<file path="src/rtl/stack_glyph_renderer_if.sv">
// Signal bundle between the glyph renderer and its stack, font ROM and framebuffer.
// The master modport is the renderer side; the slave modport is the surrounding system.
interface stack_glyph_renderer_if #(
    parameter int unsigned CHAR_ID_WIDTH   = 8,
    parameter int unsigned X_WIDTH         = 9,
    parameter int unsigned Y_WIDTH         = 9,
    parameter int unsigned GLYPH_W         = 8,
    parameter int unsigned FONT_ADDR_WIDTH = 12
);
    logic                       start;
    logic                       busy;
    logic                       done;
    logic                       pop;
    logic [CHAR_ID_WIDTH-1:0]   character_id;
    logic [X_WIDTH-1:0]         x;
    logic [Y_WIDTH-1:0]         y;
    logic                       empty;
    logic [FONT_ADDR_WIDTH-1:0] font_addr;
    logic [GLYPH_W-1:0]         font_data;
    logic                       fb_we;
    logic                       fb_ready;
    logic [X_WIDTH-1:0]         fb_x;
    logic [Y_WIDTH-1:0]         fb_y;
    logic                       fb_data;

    modport master (
        input  start, character_id, x, y, empty, font_data, fb_ready,
        output busy, done, pop, font_addr, fb_we, fb_x, fb_y, fb_data
    );

    modport slave (
        output start, character_id, x, y, empty, font_data, fb_ready,
        input  busy, done, pop, font_addr, fb_we, fb_x, fb_y, fb_data
    );
endinterface

</file>
<file path="src/rtl/stack_glyph_renderer.sv">
// Drains the character stack and renders each glyph pixel by pixel into the framebuffer,
// clipping pixels that fall outside the visible screen.
module stack_glyph_renderer #(
    parameter int unsigned CHAR_ID_WIDTH   = 8,
    parameter int unsigned X_WIDTH         = 9,
    parameter int unsigned Y_WIDTH         = 9,
    parameter int unsigned GLYPH_W         = 8,
    parameter int unsigned GLYPH_H         = 16,
    parameter int unsigned SCREEN_W        = 320,
    parameter int unsigned SCREEN_H        = 240,
    parameter int unsigned FONT_ADDR_WIDTH = 12
) (
    input  logic                    clock,
    input  logic                    reset_n,
    stack_glyph_renderer_if.master  bus
);
    localparam int unsigned ColW = (GLYPH_W > 1) ? $clog2(GLYPH_W) : 1;
    localparam int unsigned RowW = (GLYPH_H > 1) ? $clog2(GLYPH_H) : 1;

    typedef enum logic [2:0] {
        StIdle, StPop, StLatch, StRomReq, StRomWait, StDraw, StDone
    } state_e;

    state_e                   state_q, state_d;
    logic [CHAR_ID_WIDTH-1:0] id_q, id_d;
    logic [X_WIDTH-1:0]       x_q, x_d;
    logic [Y_WIDTH-1:0]       y_q, y_d;
    logic [RowW-1:0]          row_q, row_d;
    logic [ColW-1:0]          col_q, col_d;
    logic [GLYPH_W-1:0]       bits_q, bits_d;

    // One extra bit so glyphs near the right/bottom edge clip instead of wrapping.
    logic [X_WIDTH:0]   px;
    logic [Y_WIDTH:0]   py;
    logic               in_bounds;
    logic               col_last;
    logic               row_last;
    logic [GLYPH_W-1:0] bits_shifted;

    assign px        = {1'b0, x_q} + (X_WIDTH + 1)'(col_q);
    assign py        = {1'b0, y_q} + (Y_WIDTH + 1)'(row_q);
    assign in_bounds = (px < (X_WIDTH + 1)'(SCREEN_W)) && (py < (Y_WIDTH + 1)'(SCREEN_H));
    assign col_last  = (col_q == ColW'(GLYPH_W - 1));
    assign row_last  = (row_q == RowW'(GLYPH_H - 1));

    assign bits_shifted  = bits_q << col_q;
    assign bus.fb_data   = bits_shifted[GLYPH_W-1];
    assign bus.fb_x      = px[X_WIDTH-1:0];
    assign bus.fb_y      = py[Y_WIDTH-1:0];
    assign bus.font_addr = FONT_ADDR_WIDTH'(id_q) * FONT_ADDR_WIDTH'(GLYPH_H)
                         + FONT_ADDR_WIDTH'(row_q);

    always_ff @(posedge clock or negedge reset_n) begin
        if (!reset_n) begin
            state_q <= StIdle;
            id_q    <= '0;
            x_q     <= '0;
            y_q     <= '0;
            row_q   <= '0;
            col_q   <= '0;
            bits_q  <= '0;
        end else begin
            state_q <= state_d;
            id_q    <= id_d;
            x_q     <= x_d;
            y_q     <= y_d;
            row_q   <= row_d;
            col_q   <= col_d;
            bits_q  <= bits_d;
        end
    end

    always_comb begin
        state_d    = state_q;
        id_d       = id_q;
        x_d        = x_q;
        y_d        = y_q;
        row_d      = row_q;
        col_d      = col_q;
        bits_d     = bits_q;
        bus.busy   = (state_q != StIdle);
        bus.done   = (state_q == StDone);
        bus.pop    = (state_q == StPop);
        bus.fb_we  = 1'b0;

        case (state_q)
            StIdle: begin
                if (bus.start) begin
                    state_d = bus.empty ? StDone : StPop;
                end
            end
            StPop:   state_d = StLatch;
            StLatch: begin
                id_d    = bus.character_id;
                x_d     = bus.x;
                y_d     = bus.y;
                row_d   = '0;
                state_d = StRomReq;
            end
            StRomReq:  state_d = StRomWait;
            StRomWait: begin
                bits_d  = bus.font_data;
                col_d   = '0;
                state_d = StDraw;
            end
            StDraw: begin
                bus.fb_we = in_bounds;
                // Clipped pixels take one cycle; visible ones wait for the framebuffer.
                if (!in_bounds || bus.fb_ready) begin
                    if (!col_last) begin
                        col_d = col_q + ColW'(1);
                    end else if (!row_last) begin
                        row_d   = row_q + RowW'(1);
                        state_d = StRomReq;
                    end else begin
                        state_d = bus.empty ? StDone : StPop;
                    end
                end
            end
            StDone:  state_d = StIdle;
            default: state_d = StIdle;
        endcase
    end
endmodule

</file>
<file path="src/flat_wrapper.sv">
// flat-port wrapper written by rule: the top's interface ports become plain ports
module stack_glyph_renderer_flat 
#(
    parameter int unsigned CHAR_ID_WIDTH   = 8,
    parameter int unsigned X_WIDTH         = 9,
    parameter int unsigned Y_WIDTH         = 9,
    parameter int unsigned GLYPH_W         = 8,
    parameter int unsigned GLYPH_H         = 16,
    parameter int unsigned SCREEN_W        = 320,
    parameter int unsigned SCREEN_H        = 240,
    parameter int unsigned FONT_ADDR_WIDTH = 12
)
  (clock, reset_n, bus_start, bus_character_id, bus_x, bus_y, bus_empty, bus_font_data, bus_fb_ready, bus_busy, bus_done, bus_pop, bus_font_addr, bus_fb_we, bus_fb_x, bus_fb_y, bus_fb_data);
  stack_glyph_renderer_if #(.CHAR_ID_WIDTH(CHAR_ID_WIDTH), .X_WIDTH(X_WIDTH), .Y_WIDTH(Y_WIDTH), .GLYPH_W(GLYPH_W), .FONT_ADDR_WIDTH(FONT_ADDR_WIDTH)) bus_i ();
  input  logic clock;
  input  logic reset_n;
  input wire logic [$bits(bus_i.start)-1:0] bus_start;
  input wire logic [$bits(bus_i.character_id)-1:0] bus_character_id;
  input wire logic [$bits(bus_i.x)-1:0] bus_x;
  input wire logic [$bits(bus_i.y)-1:0] bus_y;
  input wire logic [$bits(bus_i.empty)-1:0] bus_empty;
  input wire logic [$bits(bus_i.font_data)-1:0] bus_font_data;
  input wire logic [$bits(bus_i.fb_ready)-1:0] bus_fb_ready;
  output wire logic [$bits(bus_i.busy)-1:0] bus_busy;
  output wire logic [$bits(bus_i.done)-1:0] bus_done;
  output wire logic [$bits(bus_i.pop)-1:0] bus_pop;
  output wire logic [$bits(bus_i.font_addr)-1:0] bus_font_addr;
  output wire logic [$bits(bus_i.fb_we)-1:0] bus_fb_we;
  output wire logic [$bits(bus_i.fb_x)-1:0] bus_fb_x;
  output wire logic [$bits(bus_i.fb_y)-1:0] bus_fb_y;
  output wire logic [$bits(bus_i.fb_data)-1:0] bus_fb_data;
  assign bus_i.start = bus_start;
  assign bus_i.character_id = bus_character_id;
  assign bus_i.x = bus_x;
  assign bus_i.y = bus_y;
  assign bus_i.empty = bus_empty;
  assign bus_i.font_data = bus_font_data;
  assign bus_i.fb_ready = bus_fb_ready;
  assign bus_busy = bus_i.busy;
  assign bus_done = bus_i.done;
  assign bus_pop = bus_i.pop;
  assign bus_font_addr = bus_i.font_addr;
  assign bus_fb_we = bus_i.fb_we;
  assign bus_fb_x = bus_i.fb_x;
  assign bus_fb_y = bus_i.fb_y;
  assign bus_fb_data = bus_i.fb_data;
  stack_glyph_renderer #(.CHAR_ID_WIDTH(CHAR_ID_WIDTH), .X_WIDTH(X_WIDTH), .Y_WIDTH(Y_WIDTH), .GLYPH_W(GLYPH_W), .GLYPH_H(GLYPH_H), .SCREEN_W(SCREEN_W), .SCREEN_H(SCREEN_H), .FONT_ADDR_WIDTH(FONT_ADDR_WIDTH)) u_core (.clock(clock), .reset_n(reset_n), .bus(bus_i));
endmodule
</file>
<file path="config.mk">
export PLATFORM = sky130hd
export DESIGN_NAME = stack_glyph_renderer_flat
export DESIGN_NICKNAME = d
export VERILOG_FILES = /design/src/rtl/stack_glyph_renderer_if.sv /design/src/rtl/stack_glyph_renderer.sv /design/src/flat_wrapper.sv
export SDC_FILE = /design/constraint.sdc
export NUM_CORES = 1
export LEC_CHECK = 0
export ABC_AREA = 1
export CAP_MARGIN = 20
export CORE_MARGIN = 5
export CORE_UTILIZATION = 53
export CTS_BUF_LIST = sky130_fd_sc_hd__clkbuf_8
export DETAILED_ROUTE_END_ITERATION = 8
export PLACE_DENSITY = 0.88
export SLEW_MARGIN = 5
export SYNTH_ARGS = -nofsm -noshare
export SYNTH_HDL_FRONTEND = slang
export SYNTH_SLANG_ARGS = --single-unit
</file>
<file path="constraint.sdc">
create_clock -name clock -period 3.55 [get_ports clock]
set_input_delay 0.5325 -clock clock [delete_from_list [all_inputs] [get_ports clock]]
set_output_delay 0.5325 -clock clock [all_outputs]
set_load 0.05 [all_outputs]
</file>
# ---- Yosys cells after proc, flatten, opt, wreduce, memory -nomap -nowiden
# Index checks and enable logic that the tools add are counted.
# W data, S select, Z words.
dict set report word_totals {
  register_bits 44
  latchBits 0
  ram_bits 0
  rom_bits 0
  in_bits 39
  output_inout_bits 35
  word_cells 52
  memories 0
}
dict set report classes {
  add_sub_neg 5
  n_mul 0
  n_div 0
  magnitude_cmp 2
  n_eq_ne 13
  n_shift 1
  n_mux 14
  bitwise_logic 0
  reduce_logical 10
}
# cell count
set ops {}
lappend ops {{$mux W3} 7}
lappend ops {{$pmux W3 S6} 1}
lappend ops {{$add A12 B4 Y12} 1}
lappend ops {{$eq A3 B3 Y1 const B} 4}
lappend ops {{$mux W4} 3}
lappend ops {{$add A9 B3 Y10} 1}
lappend ops {{$add A9 B4 Y10} 1}
lappend ops {{$lt A10 B8 Y1 const B} 1}
lappend ops {{$lt A10 B9 Y1 const B} 1}
lappend ops {{$pmux W4 S2} 1}
lappend ops {{$shl A8 B3 Y8} 1}
lappend ops {{$eq A3 B2 Y1 const B} 2}
lappend ops {{$ne A2 B2 Y1 const B} 3}
lappend ops {{$pmux W3 S2} 1}
lappend ops {{$reduce_and A3 Y1} 2}
lappend ops {{$add A4 B1 Y4 const B} 1}
lappend ops {{$eq A4 B4 Y1 const B} 1}
lappend ops {{$ne A2 B1 Y1 const B} 2}
lappend ops {{$reduce_and A4 Y1} 1}
lappend ops {{$reduce_bool A2 Y1} 2}
lappend ops {{$add A3 B1 Y3 const B} 1}
lappend ops {{$eq A3 B1 Y1 const B} 1}
lappend ops {{$logic_not A3 Y1} 1}
lappend ops {{$reduce_bool A3 Y1} 1}
lappend ops {{other kinds (4)} 4}

# ---- Longest topological paths before layout
dict set report depth {
  ltp_word 7
  mapped_depth 16
  mapped_depth_nobuf 16
}

# ---- Worst setup path after synthesis
# Ideal clock, no wire load.
dict set report synth_timing {
  path_type {reg-to-output}
  from {register u_core.row_q[0]}
  to {output bus_fb_we}
  t_arrival_ps 2747
  setup_slack_ps 270
  stages_incl_launch_ff 9
  cell_sequence {dfrtp_1 ha_1 fa_1 nand3_1 nand2_2 xor2_1 nand4_2 nand2_1 nor2_4}
}
dict set report synth_via {
  elab_chain_cells 4
}
# element line_no
set synth_lines {}
lappend synth_lines {{start: declaration} stack_glyph_renderer.sv:28} ;# logic [RowW-1:0] row_q, row_d;
lappend synth_lines {{start signal: assignment} stack_glyph_renderer.sv:67} ;# row_q <= row_d;
lappend synth_lines {{$add A9 B4 Y10} stack_glyph_renderer.sv:41} ;# assign py = {1'b0, y_q} + (Y_WIDTH + 1)'(row_q);
lappend synth_lines {{net bus_fb_y[4]} flat_wrapper.sv:30} ;# output wire logic [$bits(bus_i.fb_y)-1:0] bus_fb_y;
lappend synth_lines {{$lt A10 B8 Y1} stack_glyph_renderer.sv:42} ;# assign in_bounds = (px < (X_WIDTH + 1)'(SCREEN_W)) && (py < (Y_WIDTH + 1)'(SCREEN_H));
lappend synth_lines {{$logic_and A1 B1 Y1} stack_glyph_renderer.sv:42}
lappend synth_lines {{$mux W1} stack_glyph_renderer.sv:86} ;# case (state_q)
lappend synth_lines {{end: declaration} flat_wrapper.sv:28} ;# output wire logic [$bits(bus_i.fb_we)-1:0] bus_fb_we;
# The timed path passes the listed nets, and every way through them passes these cells.

# ---- Worst setup path in the final report
dict set report layout_timing {
  from {register u_core.row_q[0]}
  to {output bus_fb_y[4]}
}
dict set report layout_via {
  elab_chain_cells 1
}
# element line_no
set layout_lines {}
lappend layout_lines {{$add A9 B4 Y10} stack_glyph_renderer.sv:41}
lappend layout_lines {{end: declaration} flat_wrapper.sv:30}
# No other way between the ends.

==> impl_metrics.tcl <==
set metrics [dict create \
    status "finished, final reports clean" \
    routedWlPerCell_um 12.6 \
    dp_hpwl_mm 4.74 \
    vias_per_cell 5.12 \
    port_buffers 73 \
    crit_path_start_kind "register" \
    p_leak_nw 1.69 \
    areaGrowthSynthToFinish_pct 34.0 \
    avgSynthCellArea_um2 7.55 \
    powerDensity_mw_per_mm2 250 \
    top_level_ports 74 \
    fin_crit_sh 0.908 \
    die_w_um 79.7 \
    power.total_mw 0.862 \
    required_ps 3020 \
    cts_sinks 44 \
    fin_skew_ps 5.82 \
    antenna_found_initial 0 \
    clock_latency_ps 290 \
    yosysTopAreaCellShare 0.428 \
    end_kind "output pin" \
    grt_first_pass_wirelength_mm 10.6 \
    synthArstFlopShare 1.00 \
    crit_start "u_core.row_q[0]" \
    die_area_mm2 0.00635 \
    tightest_slew_ps 960 \
    fin_setup_tns_ps 0 \
    dr_total_vias 2471 \
    drt-initial-drc-count 93 \
    syn-num-nets 392 \
    ys.flop_type "dfrtp_1" \
    cts_tree "yes" \
    place_congestion 0.900 \
    fmax_ghz 0.310 \
    ctsResizeCount 0 \
    clk_pin_slew_ps 80 \
    synth_cells 341 \
    synth_warnings 0 \
    cp_max_fo 6 \
    cts_htree_levels 2 \
    grt_pass1_vias 2414 \
    yosys-top-cells-count "148 x nand2_1, 44 x dfrtp_1, 28 x inv_1" \
    ff2ff_setup_slack_ps 1080 \
    dieHeight_um 79.7 \
    yosys.area.top_type "dfrtp_1" \
    clk_path_buf_depth 2 \
    slew_viol_final 0 \
    drive_gt1_frac 0.0769 \
    grt_setup_unrepaired "false" \
    ctsHoldBuffers 0 \
    row_count 25 \
    grt.total_usage 0.208 \
    r2r_start "u_core.col_q[0]" \
    hp-class "primary input to async pin" \
    arrival_ps 2690 \
    synthMostInstantiatedCell "nand2_1" \
    drc 0 \
    ys_seq_area_frac 0.428 \
    vdd_ir_drop_max_v 0.000213 \
    r2r_end "u_core.row_q[1]" \
    critPathKind "register to output pin" \
    synth-seq-cells 44 \
    hold_viol 0 \
    drt-total-wl_mm 6.10 \
    cap_violations 0 \
    finalSetupViolations 0 \
    rr_worst_depth 16 \
    firstDrtPassIters 4 \
    initial_core_util 0.545 \
    ys_types 32 \
    core_area_mm2 0.00472 \
    preCtsSetupSlack_ps 640 \
    grt.overflow.total 0 \
    fillers 381 \
    synth_edf_count 0 \
    grt_start_max_net_pins 45 \
    slew-limit-headroom 0.360 \
    cts-root-buf "clkbuf_8" \
    layout_min_cycle_time_ps 3220 \
    post_cts.repair.setup_buffers 0 \
    cts_made_buffers 5 \
    synth_area_leaders "dfrtp_1 43%, nand2_1 22%, ha_1 4.9%" \
    n_antenna_cell 0 \
    detail-route-antenna-nets 0 \
    synth_area_mm2 0.00257 \
    final_net_count 467 \
    fin_ws_ps 326 \
]
worst max path at each step:
stage,to,slack (ps),depth (start not counted)
2_1_floorplan,bus_fb_we,270,8
3_3_place_gp,bus_fb_x[8],700,8
3_5_place_dp,bus_fb_y[4],640,6
4_1_cts,bus_fb_y[4],310,6
5_1_grt,bus_fb_y[8],180,8
6_report,bus_fb_y[4],330,6
where the power goes:
group / switching, mW / internal [mW]
Sequential: 0.00238 / 0.505
Clock: 0.162 / 0.131
Combinational: 0.0211 / 0.0401
cell families (layout without fill, tap and decap cells):
kind of cell | Yosys count | after routing | synth area share
adders and majority gates | 12 | 12 | 0.0641
buffers and inverters | 36 | 111 | 0.0530
xor gates and xnor gates | 8 | 8 | 0.0272
AOI/OAI and AO/OA | 20 | 20 | 0.0471
and+or+nand+nor | 220 | 220 | 0.377
DFF | 44 | 44 | 0.428
muxes | 1 | 1 | 0.00437
per-layer routing:
metal | global-route usage | vias up | wire [um]
met5 | 0 | - | 0
met4 | 0.0447 | 0 | 70
met1 | 0.250 | 1159 | 2590
met3 | 0.0564 | 10 | 433
met2 | 0.371 | 76 | 3020
li1 | - | 1226 | -
metrics by stage:
step                      instances   util  hold WS (ps)  instance area [um^2]
after floorplan                 341      -           237                  2570
after global placement          476  0.714           455                  3370
after detailed placement        476  0.714           455                  3370
after CTS                       483  0.730           415                  3450
after global routing            483  0.730           462                  3450
final                           483  0.730           384                  3450
state kept, by name, summed over array words and instances (netlist names):
signal and count:
u_core.col_q 3, u_core.id_q 8, u_core.y_q 9, u_core.state_q 3, u_core.row_q 4, u_core.bits_q 8, u_core.x_q 9
layout make-up:
cell class	count	area [um^2]	share of cell area
clock buffer	5	68.8	0.0199
clock inverter	2	8.76	0.00254
inverter	30	113	0.0326
multi-input combinational	261	1340	0.390
sequential	44	1100	0.319
tap	67	83.8	0.0243
timing repair buffer	74	731	0.212
cell usage in the layout, fill, tap and decap left out:
master           Yosys  layout
a21oi_1              3       3
buf_2                1       1
o32ai_1              2       2
clkinv_2             0       1
nor2_1              20      20
inv_2                2       2
nor3_4               0       1
nor2_4               1       1
nor3_1               5       5
nor4_1               1       1
o21ai_1              1       1
ha_1                10      10
nand4_2              1       1
clkdlybuf4s50_1      0      71
nor3_2               2       1
mux2_2               1       1
fa_1                 2       2
o211ai_1             3       3
inv_1               28      29
nand2_4              2       2
nor2_2               3       3
dfrtp_1             44      44
o21ai_0              9       9
or2_0                1       1
a211oi_1             1       1
a2111oi_0            1       1
nand2_2              8       8
xnor2_1              1       1
nand2_1            148     148
xor2_1               7       7
buf_4                0       2
nand4_1              5       5
nand3_2              3       3
clkbuf_8             0       5
nand3_1             18      18
nand3b_1             2       2
worst max-delay path, cell delays in order (launching register included):
cell,delay (ps)
dfrtp_1,440
ha_1,260
fa_1,430
nand3_1,130
nand2_2,90
xor2_1,210
clkdlybuf4s50_1,840
Note: power is estimated with default switching activity, not from simulation.
